$ cat src/rtl/adder_seq_pkg.sv
// Shared types and default constants for the adder_b host-side sequencer.
package adder_seq_pkg;

    localparam int unsigned DefWidth   = 16;
    localparam int unsigned DefSettle  = 2;
    localparam int unsigned DefTimeout = 64;

    typedef enum logic [2:0] {
        StIdle,
        StArm,
        StWaitDone,
        StSettle,
        StDrain,
        StResp
    } seq_state_t;

endpackage

$ cat src/rtl/adder_b_sequencer.sv
// Host-side initiator for the Bennett-clocked adder_b: holds operands for a full forward/reverse
// sweep, captures sum/cout after the settle window and returns them on a valid/ready port.
module adder_b_sequencer
    import adder_seq_pkg::*;
#(
    parameter int unsigned WIDTH   = DefWidth,
    parameter int unsigned SETTLE  = DefSettle,
    parameter int unsigned TIMEOUT = DefTimeout
) (
    input  logic             clk_i,
    input  logic             rst_ni,
    input  logic             req_valid_i,
    output logic             req_ready_o,
    input  logic [WIDTH-1:0] req_a_i,
    input  logic [WIDTH-1:0] req_b_i,
    input  logic             req_cin_i,
    output logic [WIDTH-1:0] op_a_o,
    output logic [WIDTH-1:0] op_b_o,
    output logic             op_cin_o,
    input  logic [WIDTH-1:0] add_out_i,
    input  logic             add_cout_i,
    input  logic             add_done_i,
    output logic             rsp_valid_o,
    input  logic             rsp_ready_i,
    output logic [WIDTH-1:0] rsp_sum_o,
    output logic             rsp_cout_o,
    output logic             rsp_err_o
);

    localparam int unsigned     CntW    = $clog2(TIMEOUT + 1);
    localparam logic [CntW-1:0] CntMax  = '1;
    localparam logic [CntW-1:0] CntLast = CntW'(TIMEOUT - 1);
    localparam logic [CntW-1:0] SetLast = CntW'((SETTLE > 0) ? SETTLE - 1 : 0);

    seq_state_t       state_q, state_d;
    logic [CntW-1:0]  cnt_q, cnt_d, cnt_inc;
    logic             live_q;
    logic [WIDTH-1:0] op_a_q, op_a_d;
    logic [WIDTH-1:0] op_b_q, op_b_d;
    logic             op_cin_q, op_cin_d;
    logic [WIDTH-1:0] sum_q, sum_d;
    logic             cout_q, cout_d;
    logic             err_q, err_d;
    logic             capture;
    logic             abort;

    // Saturating so a stuck adder never wraps the timeout back to zero.
    assign cnt_inc = (cnt_q == CntMax) ? cnt_q : cnt_q + 1'b1;

    // live_q keeps req_ready low until the first clock after reset release.
    assign req_ready_o = live_q && (state_q == StIdle);
    assign rsp_valid_o = (state_q == StResp);
    assign op_a_o      = op_a_q;
    assign op_b_o      = op_b_q;
    assign op_cin_o    = op_cin_q;
    assign rsp_sum_o   = sum_q;
    assign rsp_cout_o  = cout_q;
    assign rsp_err_o   = err_q;

    always_comb begin
        state_d  = state_q;
        cnt_d    = cnt_q;
        op_a_d   = op_a_q;
        op_b_d   = op_b_q;
        op_cin_d = op_cin_q;
        sum_d    = sum_q;
        cout_d   = cout_q;
        err_d    = err_q;
        capture  = 1'b0;
        abort    = 1'b0;

        unique case (state_q)
            StIdle: begin
                // The only place operands may change; a mid-sweep change breaks reversibility.
                if (req_valid_i && req_ready_o) begin
                    op_a_d   = req_a_i;
                    op_b_d   = req_b_i;
                    op_cin_d = req_cin_i;
                    sum_d    = '0;
                    cout_d   = 1'b0;
                    err_d    = 1'b0;
                    cnt_d    = '0;
                    state_d  = StArm;
                end
            end
            StArm: begin
                // A done flag left over from a previous sweep must clear first.
                if (!add_done_i) begin
                    cnt_d   = cnt_inc;
                    state_d = StWaitDone;
                end else if (cnt_q >= CntLast) begin
                    abort = 1'b1;
                end else begin
                    cnt_d = cnt_inc;
                end
            end
            StWaitDone: begin
                if (add_done_i) begin
                    cnt_d = '0;
                    if (SETTLE == 0) begin
                        capture = 1'b1;
                    end else begin
                        state_d = StSettle;
                    end
                end else if (cnt_q >= CntLast) begin
                    abort = 1'b1;
                end else begin
                    cnt_d = cnt_inc;
                end
            end
            StSettle: begin
                // An early fall of done still leaves the result valid on this edge.
                if (!add_done_i || (cnt_q >= SetLast)) begin
                    capture = 1'b1;
                end else begin
                    cnt_d = cnt_inc;
                end
            end
            StDrain: begin
                if (!add_done_i) begin
                    state_d = StResp;
                end else if (cnt_q >= CntLast) begin
                    abort = 1'b1;
                end else begin
                    cnt_d = cnt_inc;
                end
            end
            StResp: begin
                if (rsp_ready_i) begin
                    state_d = StIdle;
                end
            end
            default: begin
                state_d = StIdle;
            end
        endcase

        if (capture) begin
            sum_d   = add_out_i;
            cout_d  = add_cout_i;
            err_d   = 1'b0;
            cnt_d   = '0;
            state_d = StDrain;
        end
        if (abort) begin
            sum_d   = '0;
            cout_d  = 1'b0;
            err_d   = 1'b1;
            state_d = StResp;
        end
    end

    always_ff @(posedge clk_i or negedge rst_ni) begin
        if (!rst_ni) begin
            state_q  <= StIdle;
            cnt_q    <= '0;
            live_q   <= 1'b0;
            op_a_q   <= '0;
            op_b_q   <= '0;
            op_cin_q <= 1'b0;
            sum_q    <= '0;
            cout_q   <= 1'b0;
            err_q    <= 1'b0;
        end else begin
            state_q  <= state_d;
            cnt_q    <= cnt_d;
            live_q   <= 1'b1;
            op_a_q   <= op_a_d;
            op_b_q   <= op_b_d;
            op_cin_q <= op_cin_d;
            sum_q    <= sum_d;
            cout_q   <= cout_d;
            err_q    <= err_d;
        end
    end

endmodule

$ cat config.mk
export PLATFORM = sky130hd
export DESIGN_NAME = adder_b_sequencer
export DESIGN_NICKNAME = d
export VERILOG_FILES = /design/src/rtl/adder_seq_pkg.sv /design/src/rtl/adder_b_sequencer.sv
export SDC_FILE = /design/constraint.sdc
export NUM_CORES = 1
export LEC_CHECK = 0
export BUFFER_PORTS_ARGS = -buffer_cell sky130_fd_sc_hd__buf_2
export CORE_AREA = 2 2 110 112
export DETAILED_ROUTE_END_ITERATION = 12
export DIE_AREA = 0 0 112 114
export HOLD_SLACK_MARGIN = 0.15
export PLACE_DENSITY = 0.49
export SETUP_SLACK_MARGIN = 0.5
export SLEW_MARGIN = 20
export SYNTH_ARGS = -nofsm -noshare
export SYNTH_HDL_FRONTEND = slang
export SYNTH_SLANG_ARGS = --single-unit
$ cat constraint.sdc
create_clock -name clk_i -period 2.1 [get_ports clk_i]
set_input_delay 0.42 -clock clk_i [delete_from_list [all_inputs] [get_ports clk_i]]
set_output_delay 0.42 -clock clk_i [all_outputs]
set_load 0.05 [all_outputs]
# Word-level counts from Yosys, hierarchy flattened
# Cells that the tools add are included.
word_totals:
  reg_bits: 62
  in_bits: 55
  output_inout_bits: 53
  elab_cells: 73
op_classes:
  addsub: 1
  magnitude_cmp: 2
  eq_ne: 15
  n_mux: 33
  reduce_logical: 13
ops:
  columns: ["op", "count"]
  rows:
  - ["2-to-1 mux 16 bit", 4]
  - ["2-to-1 mux 7 bit", 8]
  - ["one-hot mux 7 bit (5 select lines)", 1]
  - ["2-to-1 mux 3 bit", 7]
  - ["one-hot mux 3 bit (6 select lines)", 1]
  - ["!= test 4 bit, second input constant", 3]
  - ["2-to-1 mux 1 bit", 11]
  - ["!= test 3 bit, second input constant", 3]
  - ["adder 7 x 1 -> 7 bit, second input constant", 1]
  - ["equality test 7 bit, second input constant", 1]
  - ["greater-or-equal comparator 7 x 1 -> 1 bit, second input constant", 1]
  - ["greater-or-equal comparator 7 x 6 -> 1 bit, second input constant", 1]
  - ["equality test 3 x 2 -> 1 bit, second input constant", 2]
  - ["equality test 3 bit, second input constant", 2]
  - ["AND reduction 6 bit", 1]
  - ["nonzero test 3 bit", 2]
  - ["nonzero test 6 bit", 1]
  - ["!= test 4 x 1 -> 1 bit, second input constant", 1]
  - ["!= test 4 x 3 -> 1 bit, second input constant", 1]
  - ["AND reduction 2 bit", 2]
  - ["AND reduction 4 bit", 1]
  - ["equality test 3 x 1 -> 1 bit, second input constant", 1]
  - ["zero test 3 bit", 1]
  - ["!= test 3 x 2 -> 1 bit, second input constant", 1]
  - ["5 further kinds", 6]

# Longest topological paths before layout
logic_depth:
  ltp_word: 7
  mapped_depth: 9
  depth_no_buf: 7

# Least setup slack after synthesis
# OpenSTA, ideal clock, no wires.
synth_path:
  path_kind: "register to output"
  start: "reg state_q[2]"
  end: "out req_ready_o"
  arrival_ns: 2.338
  path_slack_ns: -0.658
  path_stages_with_launch: 4
  path_cell_list: "dfrtp_1 -> buf_4 -> buf_2 -> nor4b_1"
synth_between:
  elab_chain_cells: 2
synth_rtl:
  columns: ["element", "line_no", "source"]
  rows:
  - ["start: declaration", "adder_b_sequencer.sv:35", "seq_state_t state_q, state_d;"]
  - ["start signal: assignment", "adder_b_sequencer.sv:155", "state_q <= StIdle;"]
  - ["start signal: assignment", "adder_b_sequencer.sv:165", "state_q <= state_d;"]
  - ["zero test 3 bit", "adder_b_sequencer.sv:51", "assign req_ready_o = live_q && (state_q == StIdle);"]
  - ["logical AND 1 bit", "adder_b_sequencer.sv:51", null]
  - ["end: declaration", "adder_b_sequencer.sv:13", "output logic req_ready_o,"]
# No other way between the ends.

# Worst setup path in the final report
layout_path:
  start: "reg state_q[0]"
  end: "reg cnt_q[2]"
layout_between:
  elab_chain_cells: 5
layout_rtl:
  columns: ["element", "line_no", "source"]
  rows:
  - ["zero test 3 bit", "adder_b_sequencer.sv:51, adder_b_sequencer.sv:72", null]
  - ["logical AND 1 bit", "adder_b_sequencer.sv:51", null]
  - ["logical AND 1 bit", "adder_b_sequencer.sv:75", "if (req_valid_i && req_ready_o) begin"]
  - ["!= test 3 x 2 -> 1 bit (no source line)", null, null]
  - ["AND reduction 4 bit (no source line)", null, null]
  - ["end signal: assignment", "adder_b_sequencer.sv:166", "cnt_q <= cnt_d;"]
  - ["end: declaration", "adder_b_sequencer.sv:36", "logic [CntW-1:0] cnt_q, cnt_d, cnt_inc;"]
# Several ways; a longest one is shown, not always the timed one.
# A chain may end at the register's enable or synchronous reset.

==> impl_metrics.ini <==
[placed_design]
place_inst = 477
globalplace.congestion = 0.888
hpwl_mm = 4.53
portBuffers = 107
pre_cts_ws_ns = 0.181

[clock_tree]
cts.sinks = 62
clk_latency_ns = 0.34
cts_max_path_buffers = 2
htreeDepth = 3
cts_inserted_buffers = 9
path_clk_slew_ns = 0.06
root_buffer = clkbuf_16
cts_tree = yes

[die]
core_area_sq_um = 11700
fp.dieH_um = 114
row_count = 40
die_width_um = 112
initial_core_util = 0.242
ios = 108
die-area_sq_um = 12800

[worst_setup_path]
cp_cell_sequence = buf_12, or3b_1, a21o_1, a221oi_2, nand3_2, o32ai_2
crit_path_max_incr_delay_ns = 0.47
cp-start-kind = flip-flop
cp_max_fo = 5
slowest_stage = dfrtp_2
endpoint_kind = flip-flop
critical_path_arrival_ns = 2.15
cp_data_required_time_ns = 2.35
critPathKind = reg2reg
r2r_cells = 6

[grt]
grt_pass1_vias = 2383
grt_max_degree = 63
antenna_found_initial = 1
grt-ovfl-total = 0
grt_usage = 0.123
grt_pass1_wl_mm = 12.1

[final_layout]
fin_nets = 426
final_cells = 521
layout_commonest_cell = buf_2
drive_gt1_frac = 0.612
insertedDiodeCount = 0
mostFrequentLayoutCells = buf_2 (105), dfrtp_1 (57), mux2_4 (30)
area_growth_pct = 57.9

[power]
power_density_nw_per_um2 = 1840
p_comb_frac = 0.566
power.switching_mw = 3.83
p_int_mw = 4.41
switching_share = 0.465
ir_worst_vdd_mv = 1.10
p_leak_nw = 2.18
power.share.clock = 0.181
pwr-share-seq = 0.253

[timing]
min_period_over_period = 0.905
finalMaxSlewViolations = 0
setup_tns_ns = 0
finalHoldViolations = 0
fmaxAchievable_mhz = 526
setup_viol = 0
skew_ns = 0.00634
fin_crit_ns = 1.90
fin_ws_ns = 0.199
grt_setup_unrepaired = true

[synthesis]
synth_area_leaders = dfrtp_1 (55%), mux2_2 (12%), a22o_1 (5.3%), nor4_4 (1.5%), nand2_1 (1.5%)
yosysTopAreaCell = dfrtp_1
synth_cell_type_count = 50
syn_inst = 224
ys_seq_area_frac = 0.548
avgSynthCellArea_sq_um = 12.6
netlist.area_leader.share = 0.548
synthArstFlopShare = 1.00
synth_fp_nets = 281
ys.flop_type = dfrtp_1
synth-seq-cells = 62
synth-edff-count = 0
syn-cell-area_sq_um = 2830
yosys_warnings = 0

[route]
num_vias = 2395
first_pass_iters = 4
routedWlPerCell_um = 14.5
avgViaCountPerCell = 4.60
routed_wl_mm = 7.57
ant_nets = 0
drc_errors = 0
drtIter0Drc = 159

[min_path]
min_path_type = in2reg
hold_path_depth = 2

[run]
maxCapViolCount = 0

[status]
status = finished clean
==> state kept, by name, indices dropped and copies added (netlist names) <==
signal      flops
rsp_sum_o      16
op_cin_o        1
cnt_q           7
rsp_err_o       1
op_a_o         16
op_b_o         16
rsp_cout_o      1
live_q          1
state_q         3
==> power by group through the flow <==
stage                     Combinational (mW)  Clock, mW  Sequential [mW]
after detailed placement                4.07          0             2.11
after CTS                               4.45       1.55             2.08
after floorplan                         1.56          0             3.74
after global placement                  4.07          0             2.10
after global routing                    4.92       1.61             2.15
final                                   4.66       1.49             2.08
==> per-layer routing <==
metal	vias to the layer above	GRT usage	wire [um]
li1	1129	-	-
met1	1163	0.155	3160
met2	86	0.189	3720
met3	17	0.0462	521
met4	0	0.0520	162
met5	-	0	0
==> final cells by class <==
type / count / area, sq um
well taps: 147 / 184
clock buffers: 9 / 225
flip-flops and latches: 62 / 1560
multi-input cells: 143 / 1390
fillers: 1169 / 7240
clock inverters: 7 / 73.8
inverters: 3 / 11.3
repair buffers: 150 / 1030
==> logic make-up (layout without fill, tap and decap cells) <==
| group | after synthesis | count (layout) | synth area share |
|---|---|---|---|
| multiplexers | 34 | 34 | 0.135 |
| adder cells (fa/ha/maj) | 2 | 2 | 0.00884 |
| buffers and inverters | 19 | 169 | 0.0407 |
| AND/OR/NAND/NOR | 56 | 56 | 0.133 |
| flip-flops | 62 | 62 | 0.548 |
| AO/OA/AOI/OAI | 50 | 50 | 0.134 |
| other | 1 | 1 | 0.00132 |
==> per-stage QoR <==
step                      area (sq um)  utilization  total power, mW  hold WS, ns
final                             4470        0.382             8.24        0.302
after global routing              4470        0.382             8.69        0.296
after CTS                         4300        0.367             8.08        0.289
after detailed placement          3710        0.317             6.18        0.468
after global placement            3710        0.317             6.17        0.465
after floorplan                   3010            -             5.30        0.124
==> final timing paths <==
| kind | from | endpoint | slack (ns) |
|---|---|---|---|
| worst max-delay path | state_q[0] | cnt_q[2] | 0.20 |
| worst min-delay path | add_out_i[10] | rsp_sum_o[10] | 0.30 |
| worst max register to register | state_q[0] | cnt_q[2] | 0.20 |
| worst min register to register | rsp_sum_o[6] | rsp_sum_o[6] | 0.49 |
| max in group asynchronous | rst_ni | state_q[1] | 1.20 |
| min in group asynchronous | rst_ni | live_q | 0.63 |
==> cells in the mapped netlist (3+ instances only) <==
cell type / n
mux2_2: 30
nor2_1: 8
nor2b_1: 4
nor3_1: 3
o21ai_0: 5
mux2_1: 3
inv_1: 3
a21oi_1: 8
buf_2: 8
nand2_1: 11
a31oi_1: 3
a22o_1: 17
buf_6: 3
buf_4: 3
nand2b_1: 3
nand3_1: 4
nand4_1: 5
dfrtp_1: 62
==> timing repair <==
| item | CTS | global route |
|---|---|---|
| gates resized for setup | 17 | 24 |
| setup buffers | 16 | 8 |
| gates cloned | 2 | 1 |
| endpoints found under the hold margin | 62 | 0 |
| hold buffers | 1 | 0 |
| endpoints found under the setup margin | 63 | 63 |
| pin swaps | 5 | 9 |
==> worst max-delay path, delay by kind of cell, from the launching register on <==
kind                   cells  cell delay (ns)
AOI/OAI and AO/OA          3             0.67
buffers and inverters      1             0.15
DFF                        1             0.47
and+or+nand+nor            2             0.53
Note: power is estimated with default switching activity, not from simulation.
